[src/rtl/mpu_pkg.sv]
// Shared definitions for the MPU fault log: register map, STATUS/CTRL bit
// positions, bus FSM encoding and a saturating counter helper.
package mpu_pkg;

  localparam logic [3:0] REG_STATUS    = 4'h0;
  localparam logic [3:0] REG_HEAD_PC   = 4'h4;
  localparam logic [3:0] REG_HEAD_INFO = 4'h8;
  localparam logic [3:0] REG_CTRL      = 4'hC;

  localparam int ST_COUNT_W   = 5;
  localparam int ST_EMPTY_BIT = 8;
  localparam int ST_FULL_BIT  = 9;
  localparam int ST_OVF_BIT   = 10;
  localparam int ST_DROP_LSB  = 16;

  localparam int CTRL_POP_BIT     = 0;
  localparam int CTRL_CLR_OVF_BIT = 1;
  localparam int CTRL_IRQ_EN_BIT  = 2;

  localparam int INFO_WR_BIT = 31;

  typedef enum logic [1:0] {
    ST_IDLE = 2'b00,
    ST_RESP = 2'b01,
    ST_HOLD = 2'b10
  } bus_state_t;

  function automatic logic [7:0] sat_inc8(input logic [7:0] v);
    return (v == 8'hFF) ? v : v + 8'h01;
  endfunction

endpackage

[src/rtl/mpu_fault_log_if.sv]
// CPU register bus for the MPU fault log; the CPU side is the master.
interface mpu_fault_log_if;
  logic        reg_valid;
  logic        reg_ready;
  logic [3:0]  reg_addr;
  logic [3:0]  reg_wstrb;
  logic [31:0] reg_wdata;
  logic [31:0] reg_rdata;

  modport master (output reg_valid, reg_addr, reg_wstrb, reg_wdata,
                  input  reg_ready, reg_rdata);
  modport slave  (input  reg_valid, reg_addr, reg_wstrb, reg_wdata,
                  output reg_ready, reg_rdata);
endinterface

[src/rtl/mpu_fault_fifo.sv]
// Fault entry FIFO. A push while full is accepted only together with a pop;
// a pop while empty is ignored, so a simultaneous push on empty still lands.
module mpu_fault_fifo #(
  parameter int DEPTH  = 4,
  parameter int DATA_W = 55,
  parameter int PTR_W  = $clog2(DEPTH),
  parameter int CNT_W  = $clog2(DEPTH) + 1
) (
  input  logic              clk,
  input  logic              resetn,
  input  logic              i_push,
  input  logic              i_pop,
  input  logic [DATA_W-1:0] i_data,
  output logic              o_full,
  output logic              o_empty,
  output logic [CNT_W-1:0]  o_count,
  output logic [DATA_W-1:0] o_head
);

  logic [DATA_W-1:0] r_mem [DEPTH];
  logic [PTR_W-1:0]  r_head;
  logic [PTR_W-1:0]  r_tail;
  logic [CNT_W-1:0]  r_count;
  logic              w_do_push;
  logic              w_do_pop;

  assign o_full    = (r_count == CNT_W'(DEPTH));
  assign o_empty   = (r_count == {CNT_W{1'b0}});
  assign o_count   = r_count;
  assign o_head    = r_mem[r_head];
  assign w_do_push = i_push & (~o_full | i_pop);
  assign w_do_pop  = i_pop & ~o_empty;

  // Pointer and occupancy bookkeeping; pointers wrap naturally at DEPTH.
  always_ff @(posedge clk or negedge resetn) begin
    if (!resetn) begin
      r_head  <= {PTR_W{1'b0}};
      r_tail  <= {PTR_W{1'b0}};
      r_count <= {CNT_W{1'b0}};
    end else begin
      if (w_do_push) r_tail <= r_tail + PTR_W'(1'b1);
      if (w_do_pop)  r_head <= r_head + PTR_W'(1'b1);
      case ({w_do_push, w_do_pop})
        2'b10:   r_count <= r_count + CNT_W'(1'b1);
        2'b01:   r_count <= r_count - CNT_W'(1'b1);
        default: r_count <= r_count;
      endcase
    end
  end

  // Entry storage carries no reset; validity is tracked by the count.
  always_ff @(posedge clk) begin
    if (w_do_push) r_mem[r_tail] <= i_data;
  end

endmodule

[src/rtl/mpu_fault_log.sv]
// MPU fault log: captures {pc, wr, addr} on each rising fault_in edge into a
// FIFO and exposes it through a four-register CPU bus with an interrupt.
module mpu_fault_log
  import mpu_pkg::*;
#(
  parameter int DEPTH  = 4,
  parameter int ADDR_W = 22
) (
  input  logic              clk,
  input  logic              resetn,
  input  logic              fault_in,
  input  logic [31:0]       fault_pc,
  input  logic [ADDR_W-1:0] fault_addr,
  input  logic              fault_wr,
  mpu_fault_log_if.slave    bus,
  output logic              fault_irq
);

  localparam int CNT_W  = $clog2(DEPTH) + 1;
  localparam int DATA_W = 33 + ADDR_W;

  logic              r_fault_prev;
  logic              r_cap_vld;
  logic [DATA_W-1:0] r_cap_data;
  bus_state_t        r_state;
  logic              r_ready;
  logic [31:0]       r_rdata;
  logic              r_irq_en;
  logic              r_ovf;
  logic [7:0]        r_drop;
  logic              r_irq;

  logic              w_full;
  logic              w_empty;
  logic [CNT_W-1:0]  w_count;
  logic [DATA_W-1:0] w_head;
  logic              w_wr_act;
  logic              w_pop;
  logic              w_clr;
  logic              w_drop;
  logic [31:0]       w_status;
  logic [31:0]       w_info;
  logic [31:0]       w_rd_mux;
  logic              w_unused_wdata;

  assign w_wr_act       = (r_state == ST_RESP) & (bus.reg_wstrb != 4'h0) & (bus.reg_addr == REG_CTRL);
  assign w_pop          = w_wr_act & bus.reg_wdata[CTRL_POP_BIT];
  assign w_clr          = w_wr_act & bus.reg_wdata[CTRL_CLR_OVF_BIT];
  assign w_drop         = r_cap_vld & w_full & ~w_pop;
  assign w_unused_wdata = ^bus.reg_wdata[31:3];
  assign bus.reg_ready  = r_ready;
  assign bus.reg_rdata  = r_rdata;
  assign fault_irq      = r_irq;

  // Edge detect: a held-high fault_in logs once; the push lands a cycle later.
  always_ff @(posedge clk or negedge resetn) begin
    if (!resetn) begin
      r_fault_prev <= 1'b0;
      r_cap_vld    <= 1'b0;
      r_cap_data   <= {DATA_W{1'b0}};
    end else begin
      r_fault_prev <= fault_in;
      r_cap_vld    <= fault_in & ~r_fault_prev;
      r_cap_data   <= {fault_pc, fault_wr, fault_addr};
    end
  end

  mpu_fault_fifo #(.DEPTH(DEPTH), .DATA_W(DATA_W)) u_fifo (
    .clk     (clk),
    .resetn  (resetn),
    .i_push  (r_cap_vld),
    .i_pop   (w_pop),
    .i_data  (r_cap_data),
    .o_full  (w_full),
    .o_empty (w_empty),
    .o_count (w_count),
    .o_head  (w_head)
  );

  // Read data selection; head registers read zero while the FIFO is empty.
  always_comb begin
    w_status = 32'h0;
    w_status[ST_COUNT_W-1:0] = ST_COUNT_W'(w_count);
    w_status[ST_EMPTY_BIT]   = w_empty;
    w_status[ST_FULL_BIT]    = w_full;
    w_status[ST_OVF_BIT]     = r_ovf;
    w_status[ST_DROP_LSB +: 8] = r_drop;
    w_info = 32'h0;
    if (!w_empty) begin
      w_info[INFO_WR_BIT]  = w_head[ADDR_W];
      w_info[ADDR_W-1:0]   = w_head[ADDR_W-1:0];
    end else begin
      w_info = 32'h0;
    end
    w_rd_mux = 32'h0;
    case (bus.reg_addr)
      REG_STATUS:    w_rd_mux = w_status;
      REG_HEAD_PC:   w_rd_mux = w_empty ? 32'h0 : w_head[DATA_W-1 -: 32];
      REG_HEAD_INFO: w_rd_mux = w_info;
      REG_CTRL:      w_rd_mux[CTRL_IRQ_EN_BIT] = r_irq_en;
      default:       w_rd_mux = 32'h0;
    endcase
  end

  // Bus handshake FSM: one ready pulse per request, rearm only after valid drops.
  always_ff @(posedge clk or negedge resetn) begin
    if (!resetn) begin
      r_state  <= ST_IDLE;
      r_ready  <= 1'b0;
      r_rdata  <= 32'h0;
      r_irq_en <= 1'b0;
    end else begin
      case (r_state)
        ST_IDLE: begin
          if (bus.reg_valid) begin
            r_state <= ST_RESP;
            r_ready <= 1'b1;
            r_rdata <= w_rd_mux;
          end else begin
            r_ready <= 1'b0;
            r_rdata <= 32'h0;
          end
        end
        ST_RESP: begin
          r_state <= ST_HOLD;
          r_ready <= 1'b0;
          r_rdata <= 32'h0;
          if (w_wr_act) r_irq_en <= bus.reg_wdata[CTRL_IRQ_EN_BIT];
        end
        ST_HOLD: begin
          r_ready <= 1'b0;
          r_rdata <= 32'h0;
          if (!bus.reg_valid) r_state <= ST_IDLE;
        end
        default: begin
          r_state <= ST_IDLE;
          r_ready <= 1'b0;
          r_rdata <= 32'h0;
        end
      endcase
    end
  end

  // Overflow flag and drop counter; a drop in the clear cycle still counts.
  always_ff @(posedge clk or negedge resetn) begin
    if (!resetn) begin
      r_ovf  <= 1'b0;
      r_drop <= 8'h00;
    end else if (w_drop) begin
      r_ovf  <= 1'b1;
      r_drop <= sat_inc8(r_drop);
    end else if (w_clr) begin
      r_ovf  <= 1'b0;
      r_drop <= 8'h00;
    end
  end

  // Registered interrupt level.
  always_ff @(posedge clk or negedge resetn) begin
    if (!resetn) r_irq <= 1'b0;
    else         r_irq <= r_irq_en & (~w_empty | r_ovf);
  end

endmodule
[src/flat_wrapper.sv]
// flat-port wrapper written by rule: the top's interface ports become plain ports
module mpu_fault_log_flat import mpu_pkg::*;
#(
  parameter int DEPTH  = 4,
  parameter int ADDR_W = 22
)
  (clk, resetn, fault_in, fault_pc, fault_addr, fault_wr, fault_irq, bus_reg_valid, bus_reg_addr, bus_reg_wstrb, bus_reg_wdata, bus_reg_ready, bus_reg_rdata);
  mpu_fault_log_if bus_i ();
  input  logic clk;
  input  logic resetn;
  input  logic fault_in;
  input  logic [31:0] fault_pc;
  input  logic [ADDR_W-1:0] fault_addr;
  input  logic fault_wr;
  output logic fault_irq;
  input wire logic [$bits(bus_i.reg_valid)-1:0] bus_reg_valid;
  input wire logic [$bits(bus_i.reg_addr)-1:0] bus_reg_addr;
  input wire logic [$bits(bus_i.reg_wstrb)-1:0] bus_reg_wstrb;
  input wire logic [$bits(bus_i.reg_wdata)-1:0] bus_reg_wdata;
  output wire logic [$bits(bus_i.reg_ready)-1:0] bus_reg_ready;
  output wire logic [$bits(bus_i.reg_rdata)-1:0] bus_reg_rdata;
  assign bus_i.reg_valid = bus_reg_valid;
  assign bus_i.reg_addr = bus_reg_addr;
  assign bus_i.reg_wstrb = bus_reg_wstrb;
  assign bus_i.reg_wdata = bus_reg_wdata;
  assign bus_reg_ready = bus_i.reg_ready;
  assign bus_reg_rdata = bus_i.reg_rdata;
  mpu_fault_log #(.DEPTH(DEPTH), .ADDR_W(ADDR_W)) u_core (.clk(clk), .resetn(resetn), .fault_in(fault_in), .fault_pc(fault_pc), .fault_addr(fault_addr), .fault_wr(fault_wr), .bus(bus_i), .fault_irq(fault_irq));
endmodule
[config.mk]
export PLATFORM = sky130hd
export DESIGN_NAME = mpu_fault_log_flat
export DESIGN_NICKNAME = d
export VERILOG_FILES = /design/src/rtl/mpu_pkg.sv /design/src/rtl/mpu_fault_log_if.sv /design/src/rtl/mpu_fault_fifo.sv /design/src/rtl/mpu_fault_log.sv /design/src/flat_wrapper.sv
export SDC_FILE = /design/constraint.sdc
export NUM_CORES = 1
export LEC_CHECK = 0
export BUFFER_PORTS_ARGS = -buffer_cell sky130_fd_sc_hd__buf_2
export CELL_PAD_IN_SITES_DETAIL_PLACEMENT = 1
export CELL_PAD_IN_SITES_GLOBAL_PLACEMENT = 2
export CORE_ASPECT_RATIO = 0.9
export CORE_MARGIN = 1.5
export CORE_UTILIZATION = 45
export CTS_BUF_LIST = sky130_fd_sc_hd__clkbuf_8
export DETAILED_ROUTE_END_ITERATION = 12
export PLACE_DENSITY = 0.82
export SLEW_MARGIN = 40
export SYNTH_ARGS = -nofsm -noshare
export SYNTH_HDL_FRONTEND = slang
export SYNTH_SLANG_ARGS = --single-unit
[constraint.sdc]
create_clock -name clk -period 3.85 [get_ports clk]
set_input_delay 0.5775 -clock clk [delete_from_list [all_inputs] [get_ports clk]]
set_output_delay 0.5775 -clock clk [all_outputs]
set_load 0.01 [all_outputs]
Word-level counts from Yosys, hierarchy flattened --
Memory sizes are Yosys's and may differ from the RTL's. Cells that the tools add are included.
Storage, ports and cells: output and inout port bits 34, memories kept 1, RAM bits 220, input port bits 99, register bits after elaboration 110
Memory list:
- u_core.u_fifo.r_mem | words 4, bits a word 55, read ports 1, clocked after memory_dff 0, wr ports 1, line mpu_fault_fifo.sv:20 | logic [DATA_W-1:0] r_mem [DEPTH];
Cells by class: mux-type cells 21, reduce and logical (&&, ||, !) cells 9, $add $sub $neg 5, eq/ne operators 12, bitwise logic cells 16
Operators with widths (number):
- $mux 32 | 3
- $pmux 29 s3 | 1
- $mux 8 | 3
- $mux 22 | 1
- $pmux 2 s3 | 2
- $and 1x1->1 | 10
- $add 8x1->8 const B | 1
- $eq 4x4->1 const B | 2
- $eq 8x8->1 const B | 1
- $mux 1 | 7
- $ne 2x2->1 const B | 3
- $pmux 3 s2 | 1
- $reduce_and 2->1 | 3
- $add 2x1->2 const B | 2
- $eq 2x1->1 const B | 2
- $eq 2x2->1 const B | 2
- $eq 4x3->1 const B | 1
- $logic_not 4->1 | 1
- $mux 2 | 2
- $not 1->1 | 4
- $pmux 1 s4 | 1
- $reduce_bool 2->1 | 2
- $reduce_bool 4->1 | 1
- $add 3x1->3 const B | 1
- other kinds (5) | 6

Longest topological paths before layout --
word-level depth 8, mapped depth 11, gate-level depth less buffers 10

By module --
A second synthesis with hierarchy kept.
Unflattened totals: cell total of the unflattened synthesis 562, area total of the unflattened synthesis 11761.3 um2
By module, submodules not included:
- mpu_fault_fifo | cells an instance 325, area each 8350.5 um2, sequential area each 6781.5 um2, instances 1
- mpu_fault_log | cells an instance 237, area each 3410.8 um2, sequential area each 2577.5 um2, instances 1

Worst setup path after synthesis --
Ideal clock, no wire load.
kind input port to flip-flop, from in bus_reg_addr[3], to mem u_core.u_fifo.r_mem[0][0] (enable), stages on the path 5, arrival time 2.757 ns, path slack 0.674 ns, library setup time 0.418 ns, path through clkbuf_2 and4bb_2 nand4_1 a21boi_2 and2_1
On the way: word-level cells in the longest chain between the ends 7
Ends and longest elaborated chain:
- from (decl) | line flat_wrapper.sv:17 | input wire logic [$bits(bus_i.reg_addr)-1:0] bus_reg_addr;
- $eq 4x4->1 | line mpu_fault_log.sv:46 | assign w_wr_act = (r_state == ST_RESP) & (bus.reg_wstrb != 4'h0) & (bus.reg_addr == REG_CTRL);
- $and 1x1->1 | line mpu_fault_log.sv:46
- $and 1x1->1 | line mpu_fault_log.sv:47 | assign w_pop = w_wr_act & bus.reg_wdata[CTRL_POP_BIT];
- $or 1x1->1 | line mpu_fault_fifo.sv:31 | assign w_do_push = i_push & (~o_full | i_pop);
- $and 1x1->1 | line mpu_fault_fifo.sv:31
- $mux 1 | line mpu_fault_fifo.sv:53 | if (w_do_push) r_mem[r_tail] <= i_data;
- $mux 1 (implied by the code) | line mpu_fault_fifo.sv:53
- to (decl) | line mpu_fault_fifo.sv:20
No other way between the ends.

Final worst setup path --
from reg u_core.r_state[1], to mem u_core.u_fifo.r_mem[1][29] (enable)
On the way: word-level cells in the longest chain between the ends 8
Ends and longest elaborated chain:
- from (decl) | line mpu_fault_log.sv:25 | bus_state_t r_state;
- from (signal assigned) | line mpu_fault_log.sv:108 | r_state <= ST_IDLE;
- from (signal assigned) | line mpu_fault_log.sv:116 | r_state <= ST_RESP;
- from (signal assigned) | line mpu_fault_log.sv:125 | r_state <= ST_HOLD;
- $eq 2x1->1 | line mpu_fault_log.sv:46
- $and 1x1->1 (2 in a row) | line mpu_fault_log.sv:46
- $and 1x1->1 | line mpu_fault_log.sv:47
- $or 1x1->1 | line mpu_fault_fifo.sv:31
- $and 1x1->1 | line mpu_fault_fifo.sv:31
- $mux 1 | line mpu_fault_fifo.sv:53
- $mux 1 (implied by the code) | line mpu_fault_fifo.sv:53
No other way between the ends.

==> results.ini <==
[run_status]
status=completed

[floorplan]
initial_core_util_pct=45.6
die_h_um=157
ioPinCount=133
die_w_um=174
rows=56
core-area_mm2=0.0259
die_area_mm2=0.0273

[routing]
num_vias=5851
wirelength_mm=24.0
first_iter_violations=315
drcViolationCount=0
dr.pass1.iters=4
wl_per_cell_um=21.6
ant_nets=0
avgViaCountPerCell=5.27

[synthesis]
syn_inst=567
synth_edf_count=220
syn_avg_cell_area_um2=20.9
synth_top_flop_cell=edfxtp_1
ys_seq_elements=330
ys_seq_area_share_pct=79.1
ys_types=52
syn_nets=673
ys_async_sr_fraction_pct=33.3
ys_warn_count=0
syn_area_mm2=0.0118

[finish]
antenna_cells=0
fill_cells=2382
area_growth_pct=17.7
drive_above_1_share_pct=35.6
finish.net_count=825
seq_area_mm2=0.00936
multi_input_area_mm2=0.00233
final_util_pct=53.7

[clock_network]
cts_tree=done
clk_path_buf_depth=3
cts_buffers=52
htree_levels=2
cts_hold_buffers=0
clock_latency_ns=0.57
path_clk_slew_ns=0.06
clock-sinks=330
cts.repair.resized=0
postCtsSetupBuffers=0
root_buffer=clkbuf_8

[global_routing]
gr-usage-all-layers_pct=18.3
grt_pass1_vias=6622
grt_first_pass_wirelength_mm=37.3
grt_max_degree=49
grt_overflow_total=0
antenna_found_initial=0

[critical_path]
cp-end-kind=flip-flop
cp.arrival_ns=2.58
critPathRequiredTime_ns=4.08
start_kind=flip-flop
path_class=reg2reg
cp_max_fo=48

[sta]
setup-tns-final_ns=0
tightest_slew_ns=0.710
finalSetupViolCount=0
whs_ns=0.0362
worst_slack_ns=1.50
finalHoldViolCount=0
slew_headroom_pct=52.6
min_period_over_period_pct=61.1
fmax_mhz=425
rsz0062_at_grt=false
period_minus_slack_ns=2.35
finClkSkew_ns=0.0175
slew_viol_final=0

[power]
cellPowerDensity_mw_per_mm2=602
vdd_ir_drop_max_v=0.000258
p_leak_nw=5.22

[place]
dpl_worst_slack_ns=1.07
port_buffers=103
gp_congestion=0.764
dp_hpwl_mm=14.7

[worst_hold_path]
hp-class=in2async

[run]
max-cap-violations=0

layout by cell type (no fill, tap or decap), types with 5 or more instances in the layout:
cell type	n
nor3_1	5
mux4_2	55
a21oi_1	12
clkinv_2	5
ha_1	6
buf_12	5
and2_2	5
a22oi_1	24
edfxtp_1	220
clkinv_1	8
xor2_1	5
and3_1	8
buf_2	102
dfrtp_1	108
nor2_1	16
inv_1	31
buf_4	14
nand2_1	14
nand3_1	5
clkbuf_8	59
flip-flops by register name, indices dropped and copies added (netlist names):
signal	cells
u_core.fault_irq	1
u_core.u_fifo.r_tail	2
u_core.r_irq_en	1
u_core.r_cap_vld	1
u_core.r_drop	8
u_core.bus.reg_rdata	32
u_core.u_fifo.r_head	2
u_core.r_ovf	1
u_core.r_cap_data	55
u_core.u_fifo.o_count	3
u_core.bus.reg_ready	1
u_core.r_fault_prev	1
u_core.r_state	2
u_core.u_fifo.r_mem	220
layout make-up:
class	count	area share [%]
clock inverters	39	1.60
flip-flops and latches	330	67.3
repair buffers	121	5.14
well taps	348	3.13
multi-input cells	205	16.8
clock buffers	59	5.84
inverters	9	0.243
cells in the mapped netlist (all sizes together), types with 3 or more instances:
| cell | instances | area [um2] |
|---|---|---|
| edfxtp | 220 | 6610 |
| buf | 10 | 55.1 |
| nor2 | 17 | 66.3 |
| and3 | 9 | 57.6 |
| nor3 | 5 | 25.0 |
| a21oi | 12 | 60.1 |
| a22oi | 24 | 180 |
| xor2 | 5 | 43.8 |
| nand2 | 14 | 52.6 |
| ha | 6 | 75.1 |
| a221o | 3 | 30.0 |
| mux4 | 55 | 1240 |
| nor3b | 3 | 32.5 |
| inv | 9 | 33.8 |
| nand3b | 3 | 22.5 |
| nand3 | 5 | 25.0 |
| xnor2 | 4 | 35.0 |
| mux2 | 4 | 45.0 |
| clkbuf | 13 | 60.1 |
| and2 | 5 | 32.5 |
| dfrtp | 110 | 2750 |
through the flow:
step	power, mW	std cells	instance area [um2]
detailed placement	5.61	1012	12900
floorplan	5.21	567	11800
global placement	5.51	1012	12900
CTS	8.48	1110	13900
global route	8.77	1111	13900
finish	8.38	1111	13900
per-layer routing:
metal  wire length [um]  vias to the layer above  track usage [%]
met5                  0                        -                0
met4                584                        0             6.94
met3               1150                       55             3.86
met2              11900                      179             30.4
met1              10300                     3051             23.8
li1                   -                     2566                -
cell families after synthesis:
group | share of synthesized area, %
flops | 79.1
simple gates | 3.71
mux | 10.9
compound gates | 3.48
buf+inv | 1.26
xor+xnor | 0.666
fa+ha+maj | 0.804
final timing paths:
check,from,to,slack [ns],cells past startpoint
min reg2reg,u_core.r_fault_prev,u_core.r_cap_vld,0.41,1
max reg2reg,u_core.r_state[1],u_core.u_fifo.r_mem[1][29],1.50,5
max,u_core.r_state[1],u_core.u_fifo.r_mem[1][29],1.50,5
max in group asynchronous,resetn,u_core.r_cap_data[45],2.89,2
min,resetn,u_core.r_fault_prev,0.04,1
min in group clk,fault_addr[5],u_core.r_cap_data[5],0.11,1
power by group:
group / switching [mW] / total [mW] / internal, mW
sequential: 0.239 / 4.42 / 4.18
clock: 1.31 / 2.85 / 1.54
combinational: 0.554 / 1.11 / 0.557
critical path, cell delays in order (launching register included):
cell and delay (ns):
dfrtp_1 0.41, and2b_2 0.26, nand4_1 0.21, a21boi_2 0.39, and2_2 0.38, buf_12 0.35
(Power assumes the default switching activity.)
